--- config.mk ---
export PLATFORM = sky130hd
export DESIGN_NAME = cart_loader_flat
export DESIGN_NICKNAME = d
export VERILOG_FILES = /design/src/rtl/cart_loader_if.sv /design/src/rtl/cart_loader.sv /design/src/flat_wrapper.sv
export SDC_FILE = /design/constraint.sdc
export NUM_CORES = 1
export LEC_CHECK = 0
export BUFFER_PORTS_ARGS = -buffer_cell sky130_fd_sc_hd__buf_4
export CORE_MARGIN = 5
export CORE_UTILIZATION = 46
export DETAILED_ROUTE_END_ITERATION = 8
export GPL_TIMING_DRIVEN = 0
export PLACE_DENSITY = 0.8
export SYNTH_ARGS = -nofsm -noshare
export SYNTH_HDL_FRONTEND = slang
export SYNTH_SLANG_ARGS = --single-unit
--- constraint.sdc ---
create_clock -name clk_sys -period 2.6 [get_ports clk_sys]
set_clock_uncertainty 0.2 [all_clocks]
set_input_delay 0.26 -clock clk_sys [delete_from_list [all_inputs] [get_ports clk_sys]]
set_output_delay 0.26 -clock clk_sys [all_outputs]
set_load 0.01 [all_outputs]
--- src/rtl/cart_loader_if.sv ---
// cart_loader_if
//   Groups the HPS download stream (ioctl_*) and the cart ROM write port
//   (cart_addr/cart_data/cart_wr) that cart_loader sits between.
//   master : the download source; drives ioctl_*, observes the ROM writes.
//   slave  : the loader; consumes ioctl_*, drives the ROM write port.
interface cart_loader_if;
  logic        ioctl_download;
  logic        ioctl_wr;
  logic [24:0] ioctl_addr;
  logic [7:0]  ioctl_dout;
  logic [14:0] cart_addr;
  logic [7:0]  cart_data;
  logic        cart_wr;

  modport master (
    output ioctl_download, ioctl_wr, ioctl_addr, ioctl_dout,
    input  cart_addr, cart_data, cart_wr
  );

  modport slave (
    input  ioctl_download, ioctl_wr, ioctl_addr, ioctl_dout,
    output cart_addr, cart_data, cart_wr
  );
endinterface

--- src/rtl/cart_loader.sv ---
// cart_loader
//   Turns an HPS cart-image download into cart ROM writes for the vectrex
//   core, builds the ROM address mask and byte count, and holds the core in
//   reset while the image is loading and for RST_HOLD cycles afterwards.
//
// Ports
//   clk_sys     system clock, all logic on its rising edge
//   reset       synchronous active-high reset
//   bus         cart_loader_if.slave: ioctl_* download in, cart_* ROM write out
//   cart_mask   ROM address mask, always 2^n-1
//   cart_size   accepted byte count, saturating at 32768
//   cart_valid  a usable image is loaded
//   hdr_ok      image header matched (always 1 in READY without the check)
//   overflow    a byte at address >= 32768 was dropped during the last load
//   core_reset  reset request to the core, high in LOAD and HOLD
//
// Build option
//   CART_HEADER_CHECK_EN  when defined, bytes 0..4 must read "g GCE"
//                         (67 20 47 43 45) for hdr_ok and cart_valid.
module cart_loader #(
  parameter int RST_HOLD = 16
) (
  input  logic        clk_sys,
  input  logic        reset,
  cart_loader_if.slave bus,
  output logic [14:0] cart_mask,
  output logic [15:0] cart_size,
  output logic        cart_valid,
  output logic        hdr_ok,
  output logic        overflow,
  output logic        core_reset
);

  localparam logic [1:0] ST_IDLE  = 2'd0;
  localparam logic [1:0] ST_LOAD  = 2'd1;
  localparam logic [1:0] ST_HOLD  = 2'd2;
  localparam logic [1:0] ST_READY = 2'd3;

  logic [1:0]  state;
  logic        download_d;
  logic [7:0]  hold_cnt;

  logic        dl_rise;
  logic        dl_fall;
  logic        wr_take;
  logic        wr_accept;
  logic        wr_drop;
  logic        hold_done;
  logic        hdr_pass;
  logic [14:0] addr_lo;
  logic [14:0] addr_smear;
  logic [14:0] mask_base;
  logic [15:0] size_base;
  logic        ovf_base;

  // A write coincident with the download rising edge already belongs to the
  // new load, so the "base" values are the cleared ones on that cycle.
  always_comb begin
    dl_rise    = bus.ioctl_download & ~download_d;
    dl_fall    = ~bus.ioctl_download & download_d;
    wr_take    = bus.ioctl_wr & ((state == ST_LOAD) | dl_rise);
    wr_accept  = wr_take & (bus.ioctl_addr[24:15] == 10'd0);
    wr_drop    = wr_take & (bus.ioctl_addr[24:15] != 10'd0);
    hold_done  = (state == ST_HOLD) & ~dl_rise & (hold_cnt <= 8'd1);
    addr_lo    = bus.ioctl_addr[14:0];
    // Smear the highest set bit downwards
    addr_smear = addr_lo | (addr_lo >> 1);
    addr_smear = addr_smear | (addr_smear >> 2);
    addr_smear = addr_smear | (addr_smear >> 4);
    addr_smear = addr_smear | (addr_smear >> 8);
    mask_base  = dl_rise ? 15'd0 : cart_mask;
    size_base  = dl_rise ? 16'd0 : cart_size;
    ovf_base   = dl_rise ? 1'b0  : overflow;
  end

  assign core_reset = (state == ST_LOAD) | (state == ST_HOLD);

  // download_d resets high so a download already in progress when reset
  // releases is not mistaken for a fresh rising edge.
  always_ff @(posedge clk_sys) begin
    if (reset) begin
      state         <= ST_IDLE;
      download_d    <= 1'b1;
      hold_cnt      <= 8'd0;
      bus.cart_wr   <= 1'b0;
      bus.cart_addr <= 15'd0;
      bus.cart_data <= 8'd0;
      cart_mask     <= 15'd0;
      cart_size     <= 16'd0;
      overflow      <= 1'b0;
      cart_valid    <= 1'b0;
    end else begin
      download_d  <= bus.ioctl_download;
      bus.cart_wr <= wr_accept;
      if (wr_accept) begin
        bus.cart_addr <= addr_lo;
        bus.cart_data <= bus.ioctl_dout;
      end
      cart_mask <= wr_accept ? (mask_base | addr_smear) : mask_base;
      cart_size <= (wr_accept && size_base != 16'h8000) ? size_base + 16'd1 : size_base;
      overflow  <= ovf_base | wr_drop;

      case (state)
        ST_IDLE, ST_READY: begin
          if (dl_rise) begin
            state      <= ST_LOAD;
            cart_valid <= 1'b0;
          end
        end
        ST_LOAD: begin
          if (dl_fall) begin
            state    <= ST_HOLD;
            hold_cnt <= 8'(RST_HOLD);
          end
        end
        ST_HOLD: begin
          if (dl_rise) begin
            state      <= ST_LOAD;
            cart_valid <= 1'b0;
          end else if (hold_done) begin
            state      <= ST_READY;
            hold_cnt   <= 8'd0;
            cart_valid <= (cart_size != 16'd0) & hdr_pass;
          end else begin
            hold_cnt <= hold_cnt - 8'd1;
          end
        end
        default: state <= ST_IDLE;
      endcase
    end
  end

`ifdef CART_HEADER_CHECK_EN
  logic [4:0] hdr_seen;
  logic [4:0] hdr_match;
  logic       hdr_hit;
  logic [7:0] hdr_expect;

  always_comb begin
    hdr_hit  = wr_accept & (bus.ioctl_addr[24:3] == 22'd0) & (bus.ioctl_addr[2:0] < 3'd5);
    hdr_pass = &(hdr_seen & hdr_match);
    case (bus.ioctl_addr[2:0])
      3'd0:    hdr_expect = 8'h67;
      3'd1:    hdr_expect = 8'h20;
      3'd2:    hdr_expect = 8'h47;
      3'd3:    hdr_expect = 8'h43;
      default: hdr_expect = 8'h45;
    endcase
  end

  // The last write to a header address decides whether that byte matches.
  always_ff @(posedge clk_sys) begin
    if (reset) begin
      hdr_seen  <= 5'd0;
      hdr_match <= 5'd0;
      hdr_ok    <= 1'b0;
    end else begin
      if (dl_rise) begin
        hdr_seen  <= 5'd0;
        hdr_match <= 5'd0;
        hdr_ok    <= 1'b0;
      end
      if (hdr_hit) begin
        hdr_seen[bus.ioctl_addr[2:0]]  <= 1'b1;
        hdr_match[bus.ioctl_addr[2:0]] <= (bus.ioctl_dout == hdr_expect);
      end
      if (hold_done) begin
        hdr_ok <= hdr_pass;
      end
    end
  end
`else
  assign hdr_pass = 1'b1;
  assign hdr_ok   = (state == ST_READY);
`endif

endmodule

--- src/flat_wrapper.sv ---
// flat-port wrapper written by rule: the top's interface ports become plain ports
module cart_loader_flat 
#(
  parameter int RST_HOLD = 16
)
  (clk_sys, reset, cart_mask, cart_size, cart_valid, hdr_ok, overflow, core_reset, bus_ioctl_download, bus_ioctl_wr, bus_ioctl_addr, bus_ioctl_dout, bus_cart_addr, bus_cart_data, bus_cart_wr);
  cart_loader_if bus_i ();
  input  logic clk_sys;
  input  logic reset;
  output logic [14:0] cart_mask;
  output logic [15:0] cart_size;
  output logic cart_valid;
  output logic hdr_ok;
  output logic overflow;
  output logic core_reset;
  input wire logic [$bits(bus_i.ioctl_download)-1:0] bus_ioctl_download;
  input wire logic [$bits(bus_i.ioctl_wr)-1:0] bus_ioctl_wr;
  input wire logic [$bits(bus_i.ioctl_addr)-1:0] bus_ioctl_addr;
  input wire logic [$bits(bus_i.ioctl_dout)-1:0] bus_ioctl_dout;
  output wire logic [$bits(bus_i.cart_addr)-1:0] bus_cart_addr;
  output wire logic [$bits(bus_i.cart_data)-1:0] bus_cart_data;
  output wire logic [$bits(bus_i.cart_wr)-1:0] bus_cart_wr;
  assign bus_i.ioctl_download = bus_ioctl_download;
  assign bus_i.ioctl_wr = bus_ioctl_wr;
  assign bus_i.ioctl_addr = bus_ioctl_addr;
  assign bus_i.ioctl_dout = bus_ioctl_dout;
  assign bus_cart_addr = bus_i.cart_addr;
  assign bus_cart_data = bus_i.cart_data;
  assign bus_cart_wr = bus_i.cart_wr;
  cart_loader #(.RST_HOLD(RST_HOLD)) u_core (.clk_sys(clk_sys), .reset(reset), .bus(bus_i), .cart_mask(cart_mask), .cart_size(cart_size), .cart_valid(cart_valid), .hdr_ok(hdr_ok), .overflow(overflow), .core_reset(core_reset));
endmodule
==> flow_summary.ini <==
[timing]
min_period_ps = 2510
slew_headroom_pct = 57.3
setup_violations = 0
fmax_ghz = 0.399
hold-worst-slack_ps = 22.7
slew_viol_final = 0
worstMarginPinSlew_ps = 641
finalCritPeriodShare_pct = 96.5
hold_viol = 0
rsz0062_at_grt = no

[setup_path]
slowest_delay_ps = 400
r2r_start = u_core.download_d$_SDFF_PP1_
rr_worst_depth = 9
slowest_stage = or3_1
arrival_ps = 2580
worst_setup_path_end_kind = flop
crit_fanout = 6
path_buf_inv = 2
timing.reg2reg.setup_slack_ps = 90
r2r-end = u_core.cart_size[3]$_SDFF_PP0_
cp_top_family = simple AND/OR/NAND/NOR gates
crit_chain = nand2b_4 -> buf_8 -> and2_1 -> inv_1 -> ha_1 -> and3_1 -> a211o_1 -> or3_1 -> a21oi_1
critPathLaunchType = flop
path_class = reg2reg
required_ps = 2670

[die]
row_count = 29
fp.dieH_um = 90.7
dieArea_sq_um = 8230
io-pin-count = 96
start_util_pct = 47.2
core_sq_um = 6350
die-width_um = 90.7

[routing]
avgViaCountPerCell = 5.46
dr.pass1.iters = 5
wl_per_cell_um = 16.3
drc = 0
drtIter0Drc = 217
wl_um = 9350
vias = 3142
drt.antenna.violating_nets = 0

[clock_tree]
cts.clk_slew.worst_paths_ps = 70
numCtsBuffers = 9
clockBufferDepth = 2
cts_tree = built
cts_max_level = 3
cts-root-buf = clkbuf_8
clock_sinks = 68
clk_latency_ps = 350

[synthesis]
yosysSeqAreaShare_pct = 45.4
synth_seq_cells = 68
synth_top_flop_cell = dfxtp_1
synth_edf_count = 0
synth_top_cell_by_area = dfxtp_1
async_flop_share_pct = 0
synth.most_common_cell = nand2_1
yosysTopAreaCellShare_pct = 45.4
yosysWarnings = 0
syn_nets = 410
synth.area.top_cells = dfxtp_1 (45%), nand2_1 (9.1%), a21oi_1 (6.5%)
yosysUniqueCellTypes = 43
avgSynthCellArea_sq_um = 8.21
postSynthCellCount = 365
yosys-top-cells-count = nand2_1 (73), dfxtp_1 (68), a21oi_1 (39), nor2_1 (28), o21ai_0 (19)
syn_area_sq_um = 3000

[power]
p_leak_nw = 1.71
power_density_nw_per_um2 = 543
ir_drop_v = 0.000526
power_mw = 2.33

[layout]
diodes = 0
n_fill_cell = 481
fin_util_pct = 67.6
drive_above_1_share_pct = 26.5
final_nets = 538
area_growth_pct = 43.3
fin_area_sq_um = 4290
fin_cells = 575

[global_route]
antenna_found_initial = 0
grt_max_degree = 12
grt_pass1_wl_um = 15000
grt_pass1_vias = 3076
grt_use_total_pct = 22.3
globalRouteOverflowTotal = 0

[min_path]
min_from = bus_ioctl_addr[6]
min_path_cells = 3
hold_class = in2reg
min_to = u_core.cart_mask[6]$_SDFF_PP0_

[placed_design]
place.port_buffers = 95
gp_congestion = 0.886
dpl.cell_count = 537
place_area_sq_um = 3810
dp_hpwl_um = 6430

[status]
status = finished clean

[run]
drv_cap = 0
-- registers in the layout, summed over array words and instances, names as in the netlist --
register              cells
u_core.download_d         1
u_core.hold_cnt           8
u_core.cart_mask         15
u_core.cart_size         16
u_core.bus.cart_data      8
u_core.overflow           1
u_core.state              2
u_core.bus.cart_addr     15
u_core.cart_valid         1
u_core.bus.cart_wr        1
-- area by class of cell --
type	count	area (sq um)	share of cell area, %
clock buffers	12	155	3.61
clock inverters	4	47.5	1.11
multi-input cells	274	1590	36.9
inverters	9	33.8	0.787
well taps	77	96.3	2.24
repair buffers	118	938	21.9
flip-flops and latches	68	1370	31.8
plain buffers	13	71.3	1.66
-- cells by family after synthesis --
group           after synthesis  synth area share, %
compound gates               79                 15.3
xor+xnor                     11                 3.21
fa+ha+maj                     8                 3.34
buf+inv                      23                 2.88
flops                        68                 45.4
mux                           2                0.668
simple gates                174                 29.2
-- how the worst max path moves through the flow --
stage / from / to / slack [ps] / depth (start not counted)
floorplan: u_core.download_d$_SDFF_PP1_ / u_core.cart_size[14]$_SDFF_PP0_ / 9 / 10
global placement: u_core.download_d$_SDFF_PP1_ / u_core.cart_size[14]$_SDFF_PP0_ / -280 / 10
detailed placement: u_core.download_d$_SDFF_PP1_ / u_core.cart_size[14]$_SDFF_PP0_ / -330 / 10
CTS: u_core.download_d$_SDFF_PP1_ / u_core.cart_size[14]$_SDFF_PP0_ / 40 / 10
global route: u_core.download_d$_SDFF_PP1_ / u_core.cart_size[14]$_SDFF_PP0_ / 7 / 10
finish: u_core.download_d$_SDFF_PP1_ / u_core.cart_size[3]$_SDFF_PP0_ / 90 / 9
-- cell usage in the layout, fill, tap and decap left out, types with 9 or more instances in the layout --
master         count
nor4_1            10
nand3_1            9
nor3_1             9
clkbuf_1          12
nand2_1           73
a21oi_1           39
clkbuf_8          11
buf_4             97
nor2_1            28
or3_1              9
dlygate4sd3_1     21
dfxtp_1           67
o21ai_0           19
-- power breakdown --
part	total, mW	internal, mW	leakage (nW)	switching, mW
logic	0.341	0.161	1.06	0.180
registers	1.10	1.07	0.549	0.0322
clock network	0.888	0.492	0.102	0.396
-- per-stage QoR --
stage | setup TNS (ps) | setup WS (ps)
after floorplan | 0 | 9.45
after global placement | -864 | -282
after detailed placement | -1080 | -326
after CTS | 0 | 42.7
after global routing | 0 | 6.98
final | 0 | 91.4
-- per-layer routing --
metal	up-vias	share of wire, %	GRT usage (%)
li1	1524	-	-
met1	1458	40	25.3
met2	127	50	38.7
met3	33	7.1	7.33
met4	0	3.0	8.19
met5	-	0	0
-- what timing repair did --
item                                    in CTS  in global routing
setup buffers                                0                  2
endpoints found under the setup margin      16                 14
cloned                                       0                  0
resized for setup                           10                  5
endpoints found under the hold margin       24                  0
hold buffers                                21                  0
-- worst register-to-register path: cells and delay by family (launching register included) --
family | cells | cell delay [ps]
AOI/OAI and AO/OA | 2 | 540
adders and majority gates | 1 | 180
buffers and inverters | 2 | 190
DFF | 1 | 360
and+or+nand+nor | 4 | 950
Note: power is estimated with default switching activity, not from simulation.
